`src/rtl/mem_writeback.sv`:
```
// mem_writeback: writeback stage behind the memory-access stage.
// It retires non-load results one cycle after the handshake. For loads it
// waits for the data-memory response, then aligns and extends the data.
// Misaligned loads and illegal load widths raise err_o and skip the write.
// Optional feature: define MEM_WB_TIMEOUT_EN to compile in the response
// timeout counter and its abort path. It is left out by default.
module mem_writeback #(
    parameter int unsigned RESP_TIMEOUT = 255
) (
    input  logic        clk,
    input  logic        rst,
    input  logic        valid_i,
    output logic        ready_o,
    input  logic [4:0]  opcode_i,
    input  logic [2:0]  funct3_i,
    input  logic [4:0]  rd_i,
    input  logic [31:0] alu_result_i,
    input  logic        mem_rvalid_i,
    input  logic [31:0] mem_rdata_i,
    input  logic        flush_i,
    output logic        rf_we_o,
    output logic [4:0]  rf_waddr_o,
    output logic [31:0] rf_wdata_o,
    output logic        err_o
);

    typedef enum logic {
        IDLE,
        WAIT_MEM
    } state_t;

    localparam logic [4:0] OPC_LOAD   = 5'b00000;
    localparam logic [4:0] OPC_OP     = 5'b01100;
    localparam logic [4:0] OPC_OP_IMM = 5'b00100;
    localparam logic [4:0] OPC_LUI    = 5'b01101;
    localparam logic [4:0] OPC_AUIPC  = 5'b00101;
    localparam logic [4:0] OPC_JAL    = 5'b11011;
    localparam logic [4:0] OPC_JALR   = 5'b11001;

    // A timeout of zero cannot be counted, and the 16-bit counter tops out at 65535.
    if (RESP_TIMEOUT < 1 || RESP_TIMEOUT > 65535) begin : g_bad_timeout
        $error("mem_writeback: RESP_TIMEOUT out of range 1..65535");
    end

    state_t      r_state;
    logic        r_we;
    logic [4:0]  r_waddr;
    logic [31:0] r_wdata;
    logic        r_err;
    logic [4:0]  r_ldRd;
    logic [2:0]  r_ldFunct3;
    logic [1:0]  r_ldOffset;

    logic        w_isWriteback;
    logic        w_isLoad;
    logic        w_funct3Legal;
    logic        w_misaligned;
    logic        w_loadErr;
    logic        w_timeout;
    logic [31:0] w_shifted;
    logic [31:0] w_loadData;

    assign ready_o    = (r_state == IDLE) && !rst;
    assign rf_we_o    = r_we;
    assign rf_waddr_o = r_waddr;
    assign rf_wdata_o = r_wdata;
    assign err_o      = r_err;

    assign w_isWriteback = (opcode_i == OPC_OP)    || (opcode_i == OPC_OP_IMM) ||
                           (opcode_i == OPC_LUI)   || (opcode_i == OPC_AUIPC)  ||
                           (opcode_i == OPC_JAL)   || (opcode_i == OPC_JALR);
    assign w_isLoad      = (opcode_i == OPC_LOAD);
    // Legal load widths are LB, LH, LW, LBU and LHU.
    assign w_funct3Legal = (funct3_i == 3'b000) || (funct3_i == 3'b001) ||
                           (funct3_i == 3'b010) || (funct3_i == 3'b100) ||
                           (funct3_i == 3'b101);
    // Halfwords need an even address. Words need addr[1:0] == 0.
    assign w_misaligned  = ((funct3_i[1:0] == 2'b01) && alu_result_i[0]) ||
                           ((funct3_i[1:0] == 2'b10) && (alu_result_i[1:0] != 2'b00));
    assign w_loadErr     = !w_funct3Legal || w_misaligned;

`ifdef MEM_WB_TIMEOUT_EN
    localparam logic [15:0] TIMEOUT_LAST = 16'(RESP_TIMEOUT - 1);
    logic [15:0] r_count;
    assign w_timeout = (r_count == TIMEOUT_LAST);
`else
    assign w_timeout = 1'b0;
`endif

    // Shift the little-endian word so the addressed byte lands in bits [7:0], then extend it by width.
    always_comb begin
        w_shifted  = mem_rdata_i >> {r_ldOffset, 3'b000};
        w_loadData = w_shifted;
        case (r_ldFunct3)
            3'b000:  w_loadData = {{24{w_shifted[7]}}, w_shifted[7:0]};
            3'b100:  w_loadData = {24'b0, w_shifted[7:0]};
            3'b001:  w_loadData = {{16{w_shifted[15]}}, w_shifted[15:0]};
            3'b101:  w_loadData = {16'b0, w_shifted[15:0]};
            default: w_loadData = w_shifted;
        endcase
    end

    // FSM with registered write port and error pulse. Flush beats a response or timeout in the same cycle.
    always_ff @(posedge clk) begin
        if (rst) begin
            r_state    <= IDLE;
            r_we       <= 1'b0;
            r_waddr    <= 5'd0;
            r_wdata    <= 32'd0;
            r_err      <= 1'b0;
            r_ldRd     <= 5'd0;
            r_ldFunct3 <= 3'd0;
            r_ldOffset <= 2'd0;
`ifdef MEM_WB_TIMEOUT_EN
            r_count    <= 16'd0;
`endif
        end else begin
            r_we  <= 1'b0;
            r_err <= 1'b0;
            case (r_state)
                IDLE: begin
                    if (valid_i && !flush_i) begin
                        if (w_isWriteback) begin
                            if (rd_i != 5'd0) begin
                                r_we    <= 1'b1;
                                r_waddr <= rd_i;
                                r_wdata <= alu_result_i;
                            end
                        end else if (w_isLoad) begin
                            if (w_loadErr) begin
                                r_err <= 1'b1;
                            end else begin
                                r_ldRd     <= rd_i;
                                r_ldFunct3 <= funct3_i;
                                r_ldOffset <= alu_result_i[1:0];
                                r_state    <= WAIT_MEM;
`ifdef MEM_WB_TIMEOUT_EN
                                r_count    <= 16'd0;
`endif
                            end
                        end
                    end
                end
                WAIT_MEM: begin
                    if (flush_i) begin
                        r_state <= IDLE;
                    end else if (mem_rvalid_i) begin
                        if (r_ldRd != 5'd0) begin
                            r_we    <= 1'b1;
                            r_waddr <= r_ldRd;
                            r_wdata <= w_loadData;
                        end
                        r_state <= IDLE;
                    end else if (w_timeout) begin
                        r_err   <= 1'b1;
                        r_state <= IDLE;
                    end else begin
`ifdef MEM_WB_TIMEOUT_EN
                        r_count <= r_count + 16'd1;
`endif
                    end
                end
                default: r_state <= IDLE;
            endcase
        end
    end

endmodule

```
`config.mk`:
```
export PLATFORM = sky130hd
export DESIGN_NAME = mem_writeback
export DESIGN_NICKNAME = d
export VERILOG_FILES = /design/src/rtl/mem_writeback.sv
export SDC_FILE = /design/constraint.sdc
export NUM_CORES = 1
export LEC_CHECK = 0
export BUFFER_PORTS_ARGS = -buffer_cell sky130_fd_sc_hd__buf_2
export CORE_AREA = 3 3 81 83
export DETAILED_ROUTE_END_ITERATION = 8
export DIE_AREA = 0 0 84 86
export GPL_ROUTABILITY_DRIVEN = 0
export GPL_TIMING_DRIVEN = 0
export PLACE_DENSITY = 0.81
export SLEW_MARGIN = 10
export SYNTH_ARGS = -nofsm -noshare
export SYNTH_HDL_FRONTEND = slang
export SYNTH_SLANG_ARGS = --single-unit
```
`constraint.sdc`:
```
create_clock -name clk -period 5.1 [get_ports clk]
set_input_delay 0.51 -clock clk [delete_from_list [all_inputs] [get_ports clk]]
set_output_delay 0.51 -clock clk [all_outputs]
set_load 0.02 [all_outputs]
```
== After elaboration in Yosys (flattened, before gate mapping) ==
Index checks and enable logic that the tools add are counted.

* Bitwise logic cells: 3
* Magnitude comparators: 0
* Reductions and logical operators: 26
* Multipliers: 0
* Mux-type cells: 34
* Divide/modulo/power cells: 0
* Equal/unequal tests: 21
* $add $sub $neg: 0
* Shifts and indexed selects: 1

{| class="wikitable"
|+ Operator list
! operator !! number
|-
| 32-bit two-way mux || 6
|-
| 32-bit one-hot mux with 4 select lines || 1
|-
| 32-bit one-hot mux with 2 select lines || 1
|-
| 32-bit by 5-bit right shift with 32-bit output || 1
|-
| 5-bit two-way mux || 6
|-
| 1-bit two-way mux || 16
|-
| 3-bit == test, second input constant || 4
|-
| 1-bit logical OR || 11
|-
| 5-bit by 3-bit == test with 1-bit output, second input constant || 2
|-
| 5-bit by 4-bit == test with 1-bit output, second input constant || 2
|-
| 5-bit == test, second input constant || 2
|-
| 5-bit one-hot mux with 2 select lines || 1
|-
| 5-bit nonzero test || 2
|-
| 3-bit by 1-bit == test with 1-bit output, second input constant || 2
|-
| 3-bit zero test || 2
|-
| 2-bit by 1-bit inequality test with 1-bit output, second input constant || 3
|-
| 2-bit inequality test, second input constant || 3
|-
| 1-bit one-hot mux with 2 select lines || 3
|-
| 6-bit AND reduction || 1
|-
| 5-bit zero test || 1
|-
| 5-bit AND reduction || 1
|-
| 1-bit logical AND || 4
|-
| 3-bit by 2-bit == test with 1-bit output, second input constant || 1
|-
| 1-bit zero test || 3
|-
| other kinds (4) || 6
|}

* Logic and storage cells: 93
* Output and inout port bits: 40
* RAM bits: 0
* Bits in registers: 50
* Memories: 0
* Input port bits: 82
* Bits in latches: 0
* Memory bits (read-only): 0

== Logic depth before layout (Yosys ltp) ==
Gate-level depths: netlist of run 1.

* Depth after elaboration: 12
* Mapped depth: 7
* Depth with buffers taken out: 5

== Worst setup path after synthesis of run 1 ==
OpenSTA, ideal clock, no wires.

* Path type: in2reg
* From: input rd_i[0]
* To: register r_wdata[21] (netlist: rf_wdata_o[21])
* Arrival time: 1.962 ns
* Cell stages on the path: 7
* Library setup time: 0.088 ns
* Path slack: 3.050 ns
* Required time: 5.012 ns
* Path buffers: 2
* Path through: or4_1 o21ai_2 o22ai_2 or2_1 buf_4 buf_6 o32ai_2

* Cells in the longest elaborated chain, start to end: 3

{| class="wikitable"
|+ RTL lines
! element !! line !! RTL
|-
| start: declaration || 16 || <nowiki>input logic [4:0] rd_i,</nowiki>
|-
| 5-bit nonzero test || 124 || <nowiki>if (rd_i != 5'd0) begin</nowiki>
|-
| 2-bit by 1-bit inequality test with 1-bit output (no line) || n/a ||
|-
| 6-bit AND reduction (no line) || n/a ||
|-
| end signal: assignment || 127 || <nowiki>r_wdata <= alu_result_i;</nowiki>
|-
| end signal: assignment || 151 || <nowiki>r_wdata <= w_loadData;</nowiki>
|-
| end: declaration || 48 || <nowiki>logic [31:0] r_wdata;</nowiki>
|}

Every way passes these cells.
A chain may end at the register's enable or synchronous reset.

== Final worst setup path of run 1 ==
* From: register r_state
* To: output ready_o

* Cells in the longest elaborated chain, start to end: 2

{| class="wikitable"
|+ RTL lines
! element !! line !! RTL
|-
| start: declaration || 45 || <nowiki>state_t r_state;</nowiki>
|-
| start signal: assignment || 106 || <nowiki>r_state <= IDLE;</nowiki>
|-
| start signal: assignment || 136 || <nowiki>r_state <= WAIT_MEM;</nowiki>
|-
| start signal: assignment || 146 || <nowiki>r_state <= IDLE;</nowiki>
|-
| 1-bit inverter (no line) || n/a ||
|-
| 1-bit logical AND || 63 || <nowiki>assign ready_o = (r_state == IDLE) && !rst;</nowiki>
|-
| end: declaration || 13 || <nowiki>output logic ready_o,</nowiki>
|}

Every way passes these cells.

==> results by group, run 1 <==
Global route
  • Number of global-route vias before repair: 3060
  • First-pass GRT wire length: between 10 and 15 mm
  • Top Usage Layer GRT: met2
  • Largest net degree at the start of global routing: 17
  • GRT Residual Overflow: 0
  • Met3 usage: 5.09%
  • GRT met1 Usage: between 30% and 40%
  • GRT Total Usage: around a quarter
  • Met2 Usage GRT: between 40% and 50%
  • Initial antenna violation count: 0

Floorplanning
  • Initial core utilization: just under 50%
  • Std-Cell Core Area: around 6000 um2
  • Die Y: roughly 86 um
  • Die width: 84 um
  • I/O pin count: 122
  • Core Rows: 28
  • DIE AREA: ~7200 um2

STA
  • Setup TNS: 0 ns
  • Slew Limit Fails: 0
  • Post-layout minimum cycle time: about 2.2 ns
  • Max-slew headroom: 51.1%
  • Transition time of the tightest slew-check pin: 0.734 ns
  • Worst clock skew: between 0.01 and 0.015 ns
  • Max Fclk: ~460 MHz
  • Hold Fails Final Rpt: 0
  • Unrepaired setup endpoints after global routing: no
  • Final Hold Slack: 0.458 ns
  • Final setup violation count: 0
  • Tcrit/Tclk final: a little over two fifths

Placement
  • I/O Buffers: 120
  • DP Wirelength: slightly above 7 mm

Layout
  • Layout area overhead: 27.3%
  • Layout fillers: ~550
  • # diodes: 0
  • Fin nets: 538
  • Share of layout cells above drive strength 1: 34.1%

Logic synthesis
  • Register bit total from synthesis: 50
  • Synth area leader: dfxtp_1
  • Cells after Synth: 329
  • Mapped Nets: 411
  • Compound-Gate Fraction of Synth Area: between 30% and 40%
  • Ys Warns: 0
  • Mux cell area share after synthesis: between 10 and 15%
  • Most area-consuming cells after synthesis: dfxtp_1, mux2i_1, a211oi_1
  • Post-Syn Area: ~2900 um2
  • Average size of a mapped cell: 8.85 um2
  • Seq/Total Area, Yosys: 34.4%
  • Netlist cell types: 40
  • Synth Area in XOR/XNOR: less than 1%
  • Count leader, synth: dfxtp_1
  • Main synth FF type: dfxtp_1
  • Synth cell count leaders: dfxtp_1, nor2_1, mux2i_1, a211oi_1, a21oi_1
  • Main combinational cell family by area after synthesis: compound AO/OA/AOI/OAI gates
  • Area share of and/or/nand/nor cells after synthesis: between 10% and 20%
  • Fraction of the mapped netlist area in adder cells: 0%
  • Post-synth ARST share: 0%
  • Top cell type's share of synthesized area: approximately a third
  • Number of flops mapped to enable cells by yosys: 0

Detailed routing
  • Number of detailed-route iterations in the first pass: 4
  • DR iter-0 viols: ~180
  • DR WL/cell: ~17 um
  • Vias post-DR: between 3000 and 4000
  • Post-Route WL: ~9 mm
  • Number of routed nets with antenna violations: 0
  • Routed vias/inst: roughly 5.8
  • DRC: 0

Clocking
  • Clk sinks: 50
  • CTS Hold Bufs: 0
  • TritonCTS Buffers: 5
  • Worst-path clk slew: around 0.090 ns
  • Worst skew pair latency: around 0.32 ns
  • Post-CTS sizing: 0
  • Root buffer cell: clkbuf_8
  • H-Tree Depth: 2
  • Buffer levels on the longest clock path: 2
  • Post-CTS Setup Bufs: 0
  • CTS tree: yes

Worst setup path
  • R2r startpoint: r_state
  • R2r setup slk: 2.93 ns
  • Setup CP Type: flop to primary output
  • Worst R2R Path Depth: 6
  • Critical path capture point type: primary output
  • Type of origin of the critical path: flop
  • Arrival time worst endpoint: 1.68 ns
  • Crit-path max FO: 10
  • RR Endpoint: rf_wdata_o[29]
  • Worst Setup SP: r_state
  • Worst Setup EP: ready_o
  • Req. time, crit path: between 4 and 5 ns

Hold path
  • Hold Crit Class: primary input to flop

Power and ir drop
  • PwrDens: around 210 nW/um2
  • Worst vdd ir: between 0.1 and 0.15 mV
  • Leakage: around 1.6 nW

Outcome
  • Status: completed

Flow run
  • Max-cap viol count: 0
==> layout by cell type (no fill, tap or decap), drive strengths merged <==
cell,count
a311oi,1
dfxtp,50
a2bb2oi,7
nor3,3
a211oi,35
o21a,1
o2bb2ai,1
nand2b,4
inv,20
a21oi,26
and3,1
nor2b,9
or4,2
mux2i,41
nor4,1
o32ai,16
o31a,1
clkbuf,23
o22ai,3
xor2,1
or3,2
nand3,1
clkinvlp,1
nor2,42
and4b,1
o21ai,25
nand4b,1
or2,1
nor3b,1
nand3b,1
buf,133
a21boi,1
a22oi,1
==> stage by stage <==
| step | cell area [um2] | util, % | power, mW | instances | worst slack (ns) |
|---|---|---|---|---|---|
| 6_report | 3700 | 62.6 | 0.782 | 532 | 2.91 |
| 5_1_grt | 3700 | 62.6 | 0.812 | 532 | 2.76 |
| 4_1_cts | 3700 | 62.6 | 0.781 | 532 | 2.95 |
| 3_5_place_dp | 3600 | 60.9 | 0.535 | 524 | 2.74 |
| 3_3_place_gp | 3600 | 60.9 | 0.533 | 524 | 2.78 |
| 2_1_floorplan | 2910 | - | 0.476 | 329 | 3.05 |
==> sequential cells by signal, indices dropped and copies added (netlist names) <==
register,count
r_ldRd,5
err_o,1
rf_wdata_o,32
rf_waddr_o,5
r_ldFunct3,3
rf_we_o,1
r_ldOffset,2
r_state,1
==> how the worst min path moves through the flow <==
stage	startpoint	endpoint	cells past startpoint	slack [ns]
global route	funct3_i[0]	r_ldFunct3[0]	3	0.46
global placement	rf_wdata_o[31]	rf_wdata_o[31]	2	0.45
floorplan	r_ldRd[3]	r_ldRd[3]	2	0.48
finish	rd_i[2]	r_ldRd[2]	3	0.46
detailed placement	rf_wdata_o[19]	rf_wdata_o[19]	2	0.46
CTS	funct3_i[0]	r_ldFunct3[0]	3	0.46
==> report_power, final <==
group	total [mW]	internal, mW	switching [mW]
Combinational	0.126	0.0570	0.0693
Clock	0.253	0.112	0.141
Sequential	0.402	0.398	0.00413
Total	0.782	0.567	0.215
==> cell type report <==
type	instances	area (um2)	share of cell area, %
multi-input combinational	230	1690	45.6
sequential	50	1000	27.0
timing repair buffer	120	601	16.2
buffer	30	148	3.99
tap	75	93.8	2.53
clock buffer	6	82.6	2.23
inverter	19	71.3	1.93
clock inverter	2	16.3	0.439
==> metal layers <==
| layer | share of wire [%] | vias up |
|---|---|---|
| met1 | 42 | 1437 |
| met5 | 0 | - |
| met3 | 7.0 | 24 |
| li1 | - | 1466 |
| met4 | 2.8 | 0 |
| met2 | 49 | 138 |
==> worst max-delay path, stage by stage, from the launching register on <==
cell	delay [ns]
dfxtp_1	0.39
clkbuf_1	0.34
clkbuf_1	0.38
nor2_1	0.09
buf_2	0.17
==> kinds of logic (layout without fill, tap and decap cells) <==
family,after synthesis,after routing
buffers and inverters,49,177
multiplexers,41,41
AND/OR/NAND/NOR,70,70
flip-flops,50,50
AO/OA/AOI/OAI,118,118
XOR/XNOR,1,1
(Power assumes the default switching activity.)
==> run 2, diff against run 1 <==
CORE_AREA = 3 3 86 88   (was 3 3 81 83)
DIE_AREA = 0 0 89 91   (was 0 0 84 86)
PLACE_DENSITY = 0.75   (was 0.81)
clock period = 2 ns   (was 5.1 ns; I/O delays follow)
==> results by group, run 2 (synthesis gave the netlist of run 1 again) <==
Outcome
  • Status: completed

Detailed routing
  • Post-Route WL: 9.05 mm (-0.72%)
  • Number of detailed-route iterations in the first pass: 5 (+1)
  • Routed vias/inst: 5.64 (-2.1%)
  • DR WL/cell: 16.8 um (-2.2%)
  • DR iter-0 viols: 199 (+12%)
  • Vias post-DR: 3045 (-0.65%)
  • DRC: 0 (unchanged)
  • Number of routed nets with antenna violations: 0 (unchanged)

Worst setup path
  • Crit-path cells: or4_4 > o21ai_4 > o22ai_4 > or2_1 > buf_6 > buf_4 > o22ai_1
  • Critical path depth in cells: 7 (+3)
  • Setup CP Type: flop to flop
  • Arrival time worst endpoint: 2.17 ns (+0.49 ns)
  • CP peak stage delay: 0.54 ns (+0.15 ns)
  • RR Endpoint: rf_wdata_o[15]
  • Buf/Inv on CP: 2 (-1)
  • Crit path max-delay cell type: or4_4
  • Req. time, crit path: 2.24 ns (-2.35 ns)
  • R2r startpoint: r_ldRd[0]
  • Kind of cell adding the most delay to the critical path: simple AND/OR/NAND/NOR gates
  • Critical path capture point type: flop
  • Type of origin of the critical path: flop
  • R2r setup slk: 0.07 ns (-2.86 ns)
  • Crit-path max FO: 6 (-4)
  • Worst R2R Path Depth: 7 (+1)
  • Worst Setup SP: r_ldRd[0]

STA
  • Final setup violation count: 0 (unchanged)
  • Slew Limit Fails: 0 (unchanged)
  • Unrepaired setup endpoints after global routing: no
  • Max-slew headroom: 53.9% (+2.8 points)
  • Post-layout minimum cycle time: 1.93 ns
  • Transition time of the tightest slew-check pin: 0.692 ns (-0.0421 ns)
  • Tcrit/Tclk final: between 90 and 100%
  • Setup TNS: 0 ns (unchanged)
  • Final WS setup: 0.0729 ns (-2.83 ns)
  • Max Fclk: 519 MHz
  • Hold Fails Final Rpt: 0 (unchanged)
  • Worst clock skew: 0.00673 ns (-0.00375 ns)

Global route
  • First-pass GRT wire length: 14.3 mm (-2.2%)
  • Largest net degree at the start of global routing: 16 (-1)
  • GRT Residual Overflow: 0 (unchanged)
  • GRT Total Usage: 22.1% (-2.8 points)
  • Initial antenna violation count: 0 (unchanged)
  • Number of global-route vias before repair: 3045 (-0.49%)

Power and ir drop
  • Leakage: 1.60 nW (+2.8%)
  • Worst vdd ir: 0.249 mV (+91%)
  • PwrDens: 528 nW/um2 (+150%)

Hold path
  • Hold Crit Class: primary input to flop
  • Hold path depth: 3 (unchanged)
  • Hold Crit Start: funct3_i[2]
  • Hold Path Sink: r_ldFunct3[2]

Layout
  • Layout fillers: 621 (+14%)
  • Fin nets: 541 (+0.56%)
  • Commonest cells after routing, fill and taps aside: buf_2, dfxtp_1, nor2_1
  • Layout area overhead: 30.4%
  • Final Util: 56.5% (-6.1 points)
  • Largest register FFs: 32 (unchanged)
  • Most common cell after layout, fill and taps aside: buf_2
  • # diodes: 0 (unchanged)
  • Share of layout cells above drive strength 1: 37.4% (+3.3 points)

Flow run
  • Max-cap viol count: 0 (unchanged)

Clocking
  • Buffer levels on the longest clock path: 2 (unchanged)
  • Root buffer cell: clkbuf_8
  • CTS tree: yes
  • Clk sinks: 50 (unchanged)
  • Worst skew pair latency: 0.31 ns (about the same)
  • Worst-path clk slew: 0.09 ns (about the same)
  • H-Tree Depth: 2 (unchanged)
  • CTS Hold Bufs: 0 (unchanged)
  • TritonCTS Buffers: 5 (unchanged)

Floorplanning
  • Initial core utilization: 43.3% (-5.8 points)
  • DIE AREA: 8100 um2 (+12%)
  • I/O pin count: 122 (unchanged)
  • Die Y: 91 um (+5.8%)
  • Std-Cell Core Area: 6720 um2 (+13%)
  • Die width: 89 um (+6.0%)
  • Core Rows: 30 (+7.1%)

Placement
  • DP Wirelength: 7.01 mm (-0.63%)
  • I/O Buffers: 120 (unchanged)
  • Dpl ws: -0.117 ns (-2.86 ns)
-- run 2: worst max-delay path by stage --
stage,endpoint
after floorplan,rf_wdata_o[30]
after global placement,rf_wdata_o[9]
after detailed placement,rf_wdata_o[8]
after CTS,rf_wdata_o[29]
after global routing,rf_wdata_o[29]
final,rf_wdata_o[15]
-- run 2: power breakdown --
group	internal, mW	switching, mW
combinational	0.154	0.181
clock	0.287	0.357
sequential	1.02	0.0103
-- run 2: final cells by class --
cell class | count | area (um2) | area share, %
Buffer | 28 | 156 | 4.12
Timing Repair Buffer | 125 | 638 | 16.8
Tap cell | 80 | 100 | 2.64
Sequential cell | 50 | 1000 | 26.4
Multi-Input combinational cell | 230 | 1730 | 45.6
Inverter | 19 | 71.3 | 1.88
Clock inverter | 1 | 8.76 | 0.231
Clock buffer | 7 | 86.3 | 2.27
-- run 2: what timing repair did --
item	in CTS	in global routing
setup buffers	3	2
endpoints found under the hold margin	0	0
setup endpoints to repair	34	41
resized for setup	7	12
pin swaps	3	1
-- run 2: per-layer routing --
layer	global-route usage, %	wire length [um]	vias up
met4	8.81	276	0
met5	0	0	-
li1	-	-	1473
met2	35.4	4310	120
met3	3.72	584	22
met1	29.2	3870	1430
-- run 2: metrics by stage --
stage          power, mW  std cells  hold slack, ns  instance area [um2]
4_1_cts             2.00        539           0.144                 3750
3_5_place_dp        1.37        529           0.452                 3610
6_report            2.00        540           0.148                 3790
3_3_place_gp        1.36        529           0.449                 3610
5_1_grt             2.07        540           0.165                 3790
2_1_floorplan       1.21        329           0.344                 2910
-- run 2: worst min-delay path, stage by stage --
cell	delay, ns
buf_2	0.09
mux2i_1	0.06
nor2_1	0.07
==> run 3, diff against run 2 <==
REMOVE_ABC_BUFFERS = 1   (was default)
==> results by group, run 3 (synthesis gave the netlist of run 1 again) <==
Outcome
  • Status: completed

Clocking
  • Root buffer cell: clkbuf_8
  • Worst skew pair latency: 0.31 ns (about the same)
  • CTS tree: yes
  • Clk sinks: 50 (unchanged)
  • CTS Hold Bufs: 0 (unchanged)
  • H-Tree Depth: 2 (unchanged)
  • Buffer levels on the longest clock path: 2 (unchanged)
  • Worst-path clk slew: 0.10 ns (about the same)
  • TritonCTS Buffers: 5 (unchanged)

Floorplanning
  • Core Rows: 30 (unchanged)
  • I/O pin count: 122 (unchanged)
  • Initial core utilization: 43.3% (unchanged)
  • DIE AREA: 8100 um2 (unchanged)
  • Die width: 89 um (unchanged)
  • Std-Cell Core Area: 6720 um2 (unchanged)
  • Die Y: 91 um (unchanged)

Global route
  • GRT Total Usage: 22.2% (+0.061 points)
  • GRT Residual Overflow: 0 (unchanged)
  • First-pass GRT wire length: 14.3 mm (about the same)
  • Number of global-route vias before repair: 3025 (-0.66%)
  • Largest net degree at the start of global routing: 39 (+23)
  • Initial antenna violation count: 0 (unchanged)

Flow run
  • Max-cap viol count: 0 (unchanged)

STA
  • Unrepaired setup endpoints after global routing: yes
  • Setup TNS: 0 ns (unchanged)
  • Max Fclk: 523 MHz (+0.88%)
  • Final Hold Slack: 0.151 ns (+0.00328 ns)
  • Slew Limit Fails: 0 (unchanged)
  • Tcrit/Tclk final: 95.5% (-0.84 points)
  • Hold Fails Final Rpt: 0 (unchanged)
  • Max-slew headroom: 52.7% (-1.2 points)
  • Transition time of the tightest slew-check pin: 0.710 ns (+0.0180 ns)
  • Worst clock skew: 0.00785 ns (+0.00113 ns)
  • Post-layout minimum cycle time: 1.91 ns (-0.0169 ns)
  • Final setup violation count: 0 (unchanged)

Power and ir drop
  • Worst vdd ir: 0.310 mV (+24%)
  • Leakage: 1.59 nW (-1.0%)
  • PwrDens: 545 nW/um2 (+3.3%)

Worst setup path
  • Arrival time worst endpoint: 2.14 ns (-0.03 ns)
  • Setup CP Type: flop to flop
  • Crit-path max FO: 17 (+11)
  • Critical path capture point type: flop
  • Type of origin of the critical path: flop
  • Req. time, crit path: 2.23 ns (about the same)

Placement
  • I/O Buffers: 121 (+0.83%)
  • Dpl cell area: 3480 um2 (-3.7%)
  • DP Wirelength: 6.18 mm (-12%)
  • Placed cell count: 500 (-5.5%)

Hold path
  • Hold Crit Class: primary input to flop

Layout
  • Storage element area: 1010 um2 (+1.0%)
  • Design area: 3810 um2 (+0.33%)
  • Layout fillers: 606 (-2.4%)
  • Most common cell after layout, fill and taps aside: buf_2
  • Finished Layout Cells: 521 (-3.5%)
  • Layout area overhead: 30.8%
  • Fin nets: 522 (-3.5%)
  • # diodes: 0 (unchanged)
  • Share of layout cells above drive strength 1: 39.5% (+2.1 points)
  • Multi-input combinational cell area: 1770 um2 (+2.0%)
  • Commonest cells after routing, fill and taps aside: buf_2, dfxtp_1, nor2_1
  • Largest register FFs: 32 (unchanged)

Detailed routing
  • Vias post-DR: 3030 (-0.49%)
  • DR WL/cell: 17.7 um (+5.6%)
  • Post-Route WL: 9.22 mm (+1.9%)
  • Number of routed nets with antenna violations: 0 (unchanged)
  • DR iter-0 viols: 134 (-33%)
  • Routed vias/inst: 5.82 (+3.1%)
  • Number of detailed-route iterations in the first pass: 4 (-1)
  • DRC: 0 (unchanged)
[run 3: changes by cell type in the layout (fill, tap and decap cells not counted), sizes merged]
cell / previous run / this run
clkinvlp: 0 / 2
buf: 137 / 132
o22ai: 3 / 4
clkinv: 0 / 1
bufinv: 0 / 1
clkbuf: 23 / 5
inv: 20 / 19
[run 3: final timing paths]
kind	startpoint	end	slack, ns	cells past startpoint
worst max register to register	r_ldRd[0]	rf_wdata_o[15]	0.09	5
worst min-delay path	rd_i[2]	r_ldRd[2]	0.15	3
worst max-delay path	r_ldRd[0]	rf_wdata_o[15]	0.09	5
worst min register to register	rf_wdata_o[31]	rf_wdata_o[31]	0.46	2
[run 3: layout make-up]
cell class	count	share of cell area, %
clock buffer	5	1.81
timing repair inverter	1	0.131
multi-input combinational	231	46.4
inverter	19	1.97
tap	80	2.63
timing repair buffer	132	19.4
clock inverter	3	1.15
sequential	50	26.6
[run 3: routing by layer]
metal | routed length (um) | up-vias | track usage [%]
li1 | - | 1435 | -
met1 | 3850 | 1458 | 26.1
met2 | 4530 | 125 | 39.7
met3 | 711 | 12 | 4.81
met4 | 129 | 0 | 5.83
met5 | 0 | - | 0
[run 3: stage by stage]
| stage | worst slack, ns | util [%] | power (mW) |
|---|---|---|---|
| floorplan | -1.04 | - | 1.20 |
| global placement | -2.10 | 51.6 | 1.35 |
| detailed placement | -1.40 | 51.8 | 1.35 |
| CTS | -0.111 | 55.1 | 2.09 |
| global route | -0.0195 | 56.7 | 2.15 |
| finish | 0.0898 | 56.7 | 2.08 |
[run 3: worst max-delay path, cell delays in order, from the launching register on]
cell and delay, ns:
dfxtp_1 0.34, or4_4 0.55, o21ai_4 0.24, o22ai_4 0.14, or2_4 0.38, o22ai_1 0.17
[run 3: repair_timing]
item | 4_1_cts | 5_1_grt
resized for setup | 12 | 7
cloned | 2 | 0
pin swaps | 2 | 1
setup buffers | 4 | 7
setup endpoints to repair | 49 | 48
[run 3: report_power, final]
part | switching, mW | internal (mW)
combinational | 0.175 | 0.150
clock | 0.353 | 0.375
sequential | 0.0112 | 1.01
total | 0.540 | 1.54
